## config.mk

```make
export PLATFORM = sky130hd
export DESIGN_NAME = sar_search_ctrl
export DESIGN_NICKNAME = d
export VERILOG_FILES = /design/src/rtl/sar_search_ctrl.sv
export SDC_FILE = /design/constraint.sdc
export NUM_CORES = 1
export LEC_CHECK = 0
export ABC_AREA = 0
export BUFFER_PORTS_ARGS = -buffer_cell sky130_fd_sc_hd__buf_4
export CAP_MARGIN = 20
export CORE_ASPECT_RATIO = 0.5
export CORE_MARGIN = 2
export CORE_UTILIZATION = 54
export CTS_CLUSTER_DIAMETER = 40
export DETAILED_ROUTE_END_ITERATION = 10
export PLACE_DENSITY_LB_ADDON = 0.3
export SYNTH_ARGS = -nofsm -noshare
export SYNTH_HDL_FRONTEND = slang
export SYNTH_SLANG_ARGS = --single-unit
```

## constraint.sdc

```tcl
create_clock -name clk -period 2.99 [get_ports clk]
set_clock_uncertainty 0.2 [all_clocks]
set_input_delay 0.4485 -clock clk [delete_from_list [all_inputs] [get_ports clk]]
set_output_delay 0.4485 -clock clk [all_outputs]
set_load 0.005 [all_outputs]
```

## src/rtl/sar_search_ctrl.sv

```systemverilog
// Successive-approximation search controller: drives comparator X with an MSB-first
// trial value and resolves the unknown Y operand through a request/response handshake.
`timescale 1ns/1ps

module sar_search_ctrl #(
    parameter int WIDTH = 8,
    parameter int STEPW = $clog2(WIDTH + 1)
) (
    input  logic             clk,
    input  logic             rst_n,
    input  logic             start,
    output logic [WIDTH-1:0] guess,
    output logic             guess_valid,
    input  logic             cmp_valid,
    input  logic             cmp_g,
    input  logic             cmp_e,
    input  logic             cmp_l,
    output logic             busy,
    output logic             done,
    output logic [WIDTH-1:0] result,
    output logic             exact,
    output logic             err,
    output logic [STEPW-1:0] steps
);

    localparam int KW = (WIDTH > 1) ? $clog2(WIDTH) : 1;

    typedef enum logic [1:0] {
        S_IDLE,
        S_REQ,
        S_GAP,
        S_DONE
    } state_e;

    state_e           state_q;
    logic [WIDTH-1:0] guess_q;
    logic [WIDTH-1:0] result_q;
    logic [KW-1:0]    k_q;
    logic [STEPW-1:0] steps_q;
    logic             exact_q;
    logic             err_q;
    logic             done_q;

    logic             code_ok;
    logic [WIDTH-1:0] guess_d;
    logic [WIDTH-1:0] guess_nxt_d;

    // guess_d is the trial after the bit-k decision; guess_nxt_d also arms bit k-1.
    always_comb begin
        // NOTE: every combinational output gets a default first so no path can infer a latch.
        code_ok     = ({cmp_g, cmp_e, cmp_l} == 3'b100) ||
                      ({cmp_g, cmp_e, cmp_l} == 3'b010) ||
                      ({cmp_g, cmp_e, cmp_l} == 3'b001);
        guess_d     = guess_q;
        if (cmp_g) begin
            guess_d[k_q] = 1'b0;
        end
        guess_nxt_d = guess_d;
        if (k_q != '0) begin
            guess_nxt_d[k_q - KW'(1)] = 1'b1;
        end
    end

    always_ff @(posedge clk or negedge rst_n) begin
        // NOTE: all state updates here are non-blocking so every register samples pre-edge values.
        if (!rst_n) begin
            state_q  <= S_IDLE;
            guess_q  <= '0;
            result_q <= '0;
            k_q      <= '0;
            steps_q  <= '0;
            exact_q  <= 1'b0;
            err_q    <= 1'b0;
            done_q   <= 1'b0;
        end else begin
            done_q <= 1'b0;
            unique case (state_q)
                S_IDLE: begin
                    if (start) begin
                        guess_q <= {1'b1, {(WIDTH-1){1'b0}}};
                        k_q     <= KW'(WIDTH - 1);
                        steps_q <= '0;
                        exact_q <= 1'b0;
                        err_q   <= 1'b0;
                        state_q <= S_REQ;
                    end
                end
                S_REQ: begin
                    if (cmp_valid) begin
                        steps_q <= steps_q + STEPW'(1);
                        if (!code_ok) begin
                            err_q    <= 1'b1;
                            result_q <= guess_q;
                            done_q   <= 1'b1;
                            state_q  <= S_DONE;
                        end else if (cmp_e) begin
                            exact_q  <= 1'b1;
                            result_q <= guess_q;
                            done_q   <= 1'b1;
                            state_q  <= S_DONE;
                        end else if (k_q == '0) begin
                            guess_q  <= guess_d;
                            result_q <= guess_d;
                            done_q   <= 1'b1;
                            state_q  <= S_DONE;
                        end else begin
                            guess_q  <= guess_nxt_d;
                            k_q      <= k_q - KW'(1);
                            state_q  <= S_GAP;
                        end
                    end
                end
                S_GAP:   state_q <= S_REQ;
                S_DONE:  state_q <= S_IDLE;
                default: state_q <= S_IDLE;
            endcase
        end
    end

    assign guess       = guess_q;
    assign guess_valid = (state_q == S_REQ);
    assign busy        = (state_q == S_REQ) || (state_q == S_GAP);
    assign done        = done_q;
    assign result      = result_q;
    assign exact       = exact_q;
    assign err         = err_q;
    assign steps       = steps_q;

endmodule

```

* After elaboration in Yosys (flattened, before gate mapping)
Cells that the tools add are included.
Storage, ports and cells: flip-flop bits (word level) 28, output and inout port bits 25, word-level logic and storage cells 90
Operators by class: add/subtract/negate cells 2, order comparisons 4, eq/ne operators 14, multiplexer cells 43, bitwise gates (word level) 3, reduce and logical (&&, ||, !) cells 16
Operators by type and width (number):
- 8-bit 2-to-1 mux | 10
- 1-bit 2-to-1 mux | 16
- 8-bit case mux with 2 select lines | 1
- 3-bit 2-to-1 mux | 5
- 5-bit AND reduction | 2
- 8-bit AND | 1
- 3-bit by 4-bit < comparator with 1-bit output (second input constant) | 2
- 4-bit 2-to-1 mux | 2
- 2-bit != test (second input constant) | 4
- 8-bit inverter | 1
- 8-bit OR | 1
- 2-bit case mux with 4 select lines | 1
- 4-bit case mux with 2 select lines | 1
- 1-bit demux with 3-bit select | 2
- 3-bit by 1-bit greater-or-equal comparator with 1-bit output (second input constant) | 2
- 2-bit by 1-bit != test with 1-bit output (second input constant) | 3
- 3-bit case mux with 2 select lines | 1
- 3-bit AND reduction | 2
- 6-bit AND reduction | 1
- 4-bit by 1-bit adder with 4-bit output (second input constant) | 1
- 2-bit == test (second input constant) | 2
- 2-bit 2-to-1 mux | 2
- 1-bit case mux with 2 select lines | 2
- 4-bit AND reduction | 1
- 13 further kinds | 16

* Logic depth before layout (Yosys ltp)
depth after elaboration 14, mapped depth 8

* Worst setup path after synthesis
OpenSTA, ideal clock, no wires.
path type reg2reg, start point reg k_q[0], end point reg result_q[0] (netlist: result[0]), arrival 1873 ps, required time 2662 ps, setup slack 789 ps, stages on the path, launching flop included 8, path buffers 2, period minus slack after synthesis 2201 ps, cells stage by stage dfrtp_1 -> clkbuf_1 -> inv_1 -> ha_1 -> nor2b_1 -> o311ai_4 -> buf_2 -> o21ai_0
Between the ends: cells in the longest elaborated chain, start to end 10, elaborated cells between the ends (all ways) 14, classes of those cells order compare: 2; eq/ne: 1; mux: 6; bitwise: 2; reduce/logical: 3
Ends and longest elaborated chain:
- from (decl) | line 38 | logic [KW-1:0] k_q;
- from (signal assigned) | line 81 | k_q <= KW'(WIDTH - 1);
- from (signal assigned) | line 108 | k_q <= k_q - KW'(1);
- 3-bit by 4-bit < comparator with 1-bit output (implied by the code) or 3-bit by 1-bit greater-or-equal comparator with 1-bit output (tied branches) | line 56 | guess_d[k_q] = 1'b0;
- 1-bit logical AND (implied by the code) | line 56
- 1-bit 2-to-1 mux (implied by the code) | line 56
- 1-bit demux with 3-bit select | line 56
- 8-bit inverter (no line)
- 8-bit AND (no line)
- 8-bit 2-to-1 mux | line 55 | if (cmp_g) begin
- 8-bit 2-to-1 mux | line 101 | end else if (k_q == '0) begin
- 8-bit 2-to-1 mux | line 96 | end else if (cmp_e) begin
- 8-bit 2-to-1 mux | line 91 | if (!code_ok) begin
- to (signal assigned) | line 93 | result_q <= guess_q;
- to (signal assigned) | line 98 | result_q <= guess_q;
- to (signal assigned) | line 103 | result_q <= guess_d;
- to (decl) | line 37 | logic [WIDTH-1:0] result_q;
Several ways; a longest one is shown, not always the timed one. The select of a mux whose other input is x is not followed. A chain may end at the register's enable or synchronous reset.

* Final worst setup path
start point reg k_q[0], end point reg state_q[0]
Between the ends: cells in the longest elaborated chain, start to end 6
Ends and longest elaborated chain:
- 3-bit logical NOT | line 101
- 1-bit 2-to-1 mux | line 101
- 1-bit 2-to-1 mux | line 96
- 1-bit 2-to-1 mux | line 91
- 2-bit 2-to-1 mux | line 89 | if (cmp_valid) begin
- 2-bit case mux with 4 select lines | line 77 | unique case (state_q)
- to (signal assigned) | line 85 | state_q <= S_REQ;
- to (signal assigned) | line 95 | state_q <= S_DONE;
- to (signal assigned) | line 100 | state_q <= S_DONE;
- to (decl) | line 35 | state_e state_q;
No other way between the ends. The select of a mux whose other input is x is not followed.

==> results.json <==
{
  "wl_mm": 3.74,
  "yosysUniqueCellTypes": 41,
  "worstHoldPathCells": 2,
  "rsz0062_at_grt": "no",
  "io_pins": 32,
  "cts_tree": "built",
  "antenna_cells": 0,
  "fin_setup_tns_ns": 0,
  "fill_cells": 255,
  "cts_buffers": 3,
  "first_pass_iters": 4,
  "clock-root-buffer": "clkbuf_8",
  "async_flop_share_pct": 100,
  "synth_area_per_cell_sq_um": 9.09,
  "dieArea_sq_um": 3490,
  "yosys_warnings": 0,
  "rr_worst_depth": 6,
  "final.setup.worst_slack_ns": 0.431,
  "setup_viol": 0,
  "worstReg2RegEnd": "state_q[0]",
  "min_path_type": "register to register",
  "grt_antenna_before_repair": 0,
  "hp-start": "result[6]",
  "synth_top_family_by_area": "compound AO/OA/AOI/OAI gates",
  "cts_buffer_depth": 2,
  "grt-ovfl-total": 0,
  "maxCapViolCount": 0,
  "fin_crit_sh_pct": 85.6,
  "syn_to_final_growth_pct": 19.5,
  "worst_path_largest_cell_delay_ns": 0.64,
  "cts_resized": 0,
  "track_usage_pct": 23.3,
  "drc": 0,
  "yosys-mux-area-fraction_pct": 0.615,
  "vias": 1471,
  "dp_slack_ns": 0.470,
  "critPathCaptureType": "register",
  "final_common_cell": "buf_4",
  "cp.arrival_ns": 2.54,
  "hold_viol": 0,
  "start_util_pct": 55.3,
  "avgRoutedWirePerCell_microns": 15.2,
  "layout_min_cycle_time_ns": 2.56,
  "numPortBuffers": 31,
  "synth_compound_area_share_pct": 25.3,
  "gp_congestion": 0.895,
  "crit_slowest_cell": "o311ai_4",
  "crit_fanout": 18,
  "drt_iter0_markers": 226,
  "grt_max_degree": 29,
  "viasPerCell": 6.00,
  "synthFlopType": "dfrtp_1",
  "synth_edf_count": 0,
  "drive_gt1_share_pct": 20.5,
  "grt_pass1_wl_mm": 6.17,
  "h-tree-depth": 1,
  "syn_nets": 192,
  "r2r_start": "k_q[0]",
  "yosys_register_bits": 28,
  "slew_violations": 0,
  "synth_fa_ha_area_share_pct": 4.62,
  "clk_latency_ns": 0.28,
  "core_area_sq_um": 2940,
  "tightestPinTransition_ns": 0.651,
  "p_per_area_nw_per_um2": 791,
  "max_freq_mhz": 391,
  "crit_buf_inv": 1,
  "yosys.area_share.simple_pct": 17.9,
  "rrSetupSlack_ns": 0.43,
  "layout.nets": 219,
  "grt_pass1_vias": 1304,
  "path_delay_family": "compound AO/OA/AOI/OAI gates",
  "fp.dieH_microns": 42.8,
  "clkSinkCount": 28,
  "crit_path_start_kind": "register",
  "hold_end": "result[6]",
  "slew_headroom_pct": 56.5,
  "rows": 14,
  "worstPathCellList": "inv_1 > ha_1 > nor2b_1 > o311ai_4 > o21ai_0 > o2bb2ai_1",
  "die_x_microns": 81.6,
  "layout_common_cells": "33 x buf_4, 28 x dfrtp_1, 23 x nand2_1, 23 x o21ai_0, 12 x nor2_1",
  "yosysSeqAreaShare_pct": 43.1,
  "status": "complete, no violations",
  "synth_cells": 179,
  "path_clk_slew_ns": 0.10,
  "synth_xor_area_share_pct": 2.62,
  "ir_worst_vdd_uv": 533,
  "leakagePower_nw": 0.884,
  "netlist_area_sq_um": 1630,
  "path_class": "register to register",
  "ant_nets": 0,
  "required_ns": 2.97,
  "dp_hpwl_mm": 2.77
}
[state kept, by name, indices dropped and copies added (netlist names)]
| register | count |
|---|---|
| done | 1 |
| steps | 4 |
| err | 1 |
| k_q | 3 |
| exact | 1 |
| result | 8 |
| state_q | 2 |
| guess | 8 |
[worst max-delay path by stage]
stage	from	endpoint	slack [ns]	cells after the start
after floorplan	k_q[0]	result[0]	0.79	7
after global placement	k_q[0]	state_q[0]	0.59	6
after detailed placement	k_q[0]	state_q[0]	0.47	6
after CTS	k_q[0]	state_q[0]	0.45	6
after global routing	k_q[0]	state_q[0]	0.20	6
final	k_q[0]	state_q[0]	0.43	6
[power breakdown]
group | switching, W | internal [W]
Clock | 0.000127 | 0.000180
Sequential | 0.0000934 | 0.000467
Combinational | 0.000369 | 0.000302
Total | 0.000590 | 0.000949
[metal layers]
layer  vias to the layer above  part of all wire (%)  track usage, %
met5                         -                     0               0
met4                         0                  0.56            2.67
met3                         7                   8.2            5.32
met2                        80                    47            39.2
met1                       686                    44            31.9
li1                        698                     -               -
[synthesized netlist by cell type (2+ instances only)]
cell / count / area, sq um
dfrtp_1: 28 / 701
nand2_1: 23 / 86.3
o21ai_0: 23 / 115
nor2_1: 12 / 45.0
inv_1: 9 / 33.8
o211ai_1: 7 / 52.6
a21oi_1: 6 / 30.0
a31oi_1: 6 / 37.5
clkbuf_1: 6 / 22.5
ha_1: 6 / 75.1
o31ai_1: 6 / 45.0
nor2b_1: 5 / 31.3
buf_2: 4 / 20.0
a22o_1: 3 / 26.3
nand4_1: 3 / 18.8
a21o_1: 2 / 15.0
nand2b_1: 2 / 12.5
nand3_1: 2 / 10.0
nor3_1: 2 / 10.0
nor3b_1: 2 / 15.0
xnor2_1: 2 / 17.5
[timing repair]
item	in CTS	in global routing
endpoints found under the hold margin	28	0
hold buffers	1	0
setup endpoints to repair	0	0
setup buffers	0	0
[cell families (layout without fill, tap and decap cells)]
logic type | Yosys count | count (layout)
AOI/OAI and AO/OA | 61 | 61
and+or+nand+nor | 58 | 58
DFF | 28 | 28
buffers and inverters | 21 | 47
adders and majority gates | 6 | 6
xor gates and xnor gates | 4 | 4
muxes | 1 | 1
[metrics by stage]
step | util (%) | hold WS, ns | cell area, sq um | power, W | cells
floorplan | - | -0.0471 | 1630 | 0.000984 | 179
global placement | 63.3 | 0.185 | 1860 | 0.00121 | 240
detailed placement | 63.3 | 0.190 | 1860 | 0.00123 | 240
CTS | 66.1 | 0.296 | 1940 | 0.00154 | 245
global route | 66.1 | 0.323 | 1940 | 0.00164 | 245
finish | 66.1 | 0.288 | 1940 | 0.00154 | 245
[tightest hold or removal path, cell delays in order, from the launching register on]
cell,delay [ns]
dfrtp_1,0.35
nand2_1,0.05
o21ai_0,0.06
[cell type report]
type | count | area, sq um | area share [%]
multi-input cells | 130 | 831 | 42.7
flip-flops and latches | 28 | 701 | 36.0
repair buffers | 34 | 258 | 13.3
well taps | 40 | 50.0 | 2.57
clock buffers | 3 | 41.3 | 2.12
inverters | 9 | 33.8 | 1.74
clock inverters | 1 | 30.0 | 1.54
Note: power is estimated with default switching activity, not from simulation.
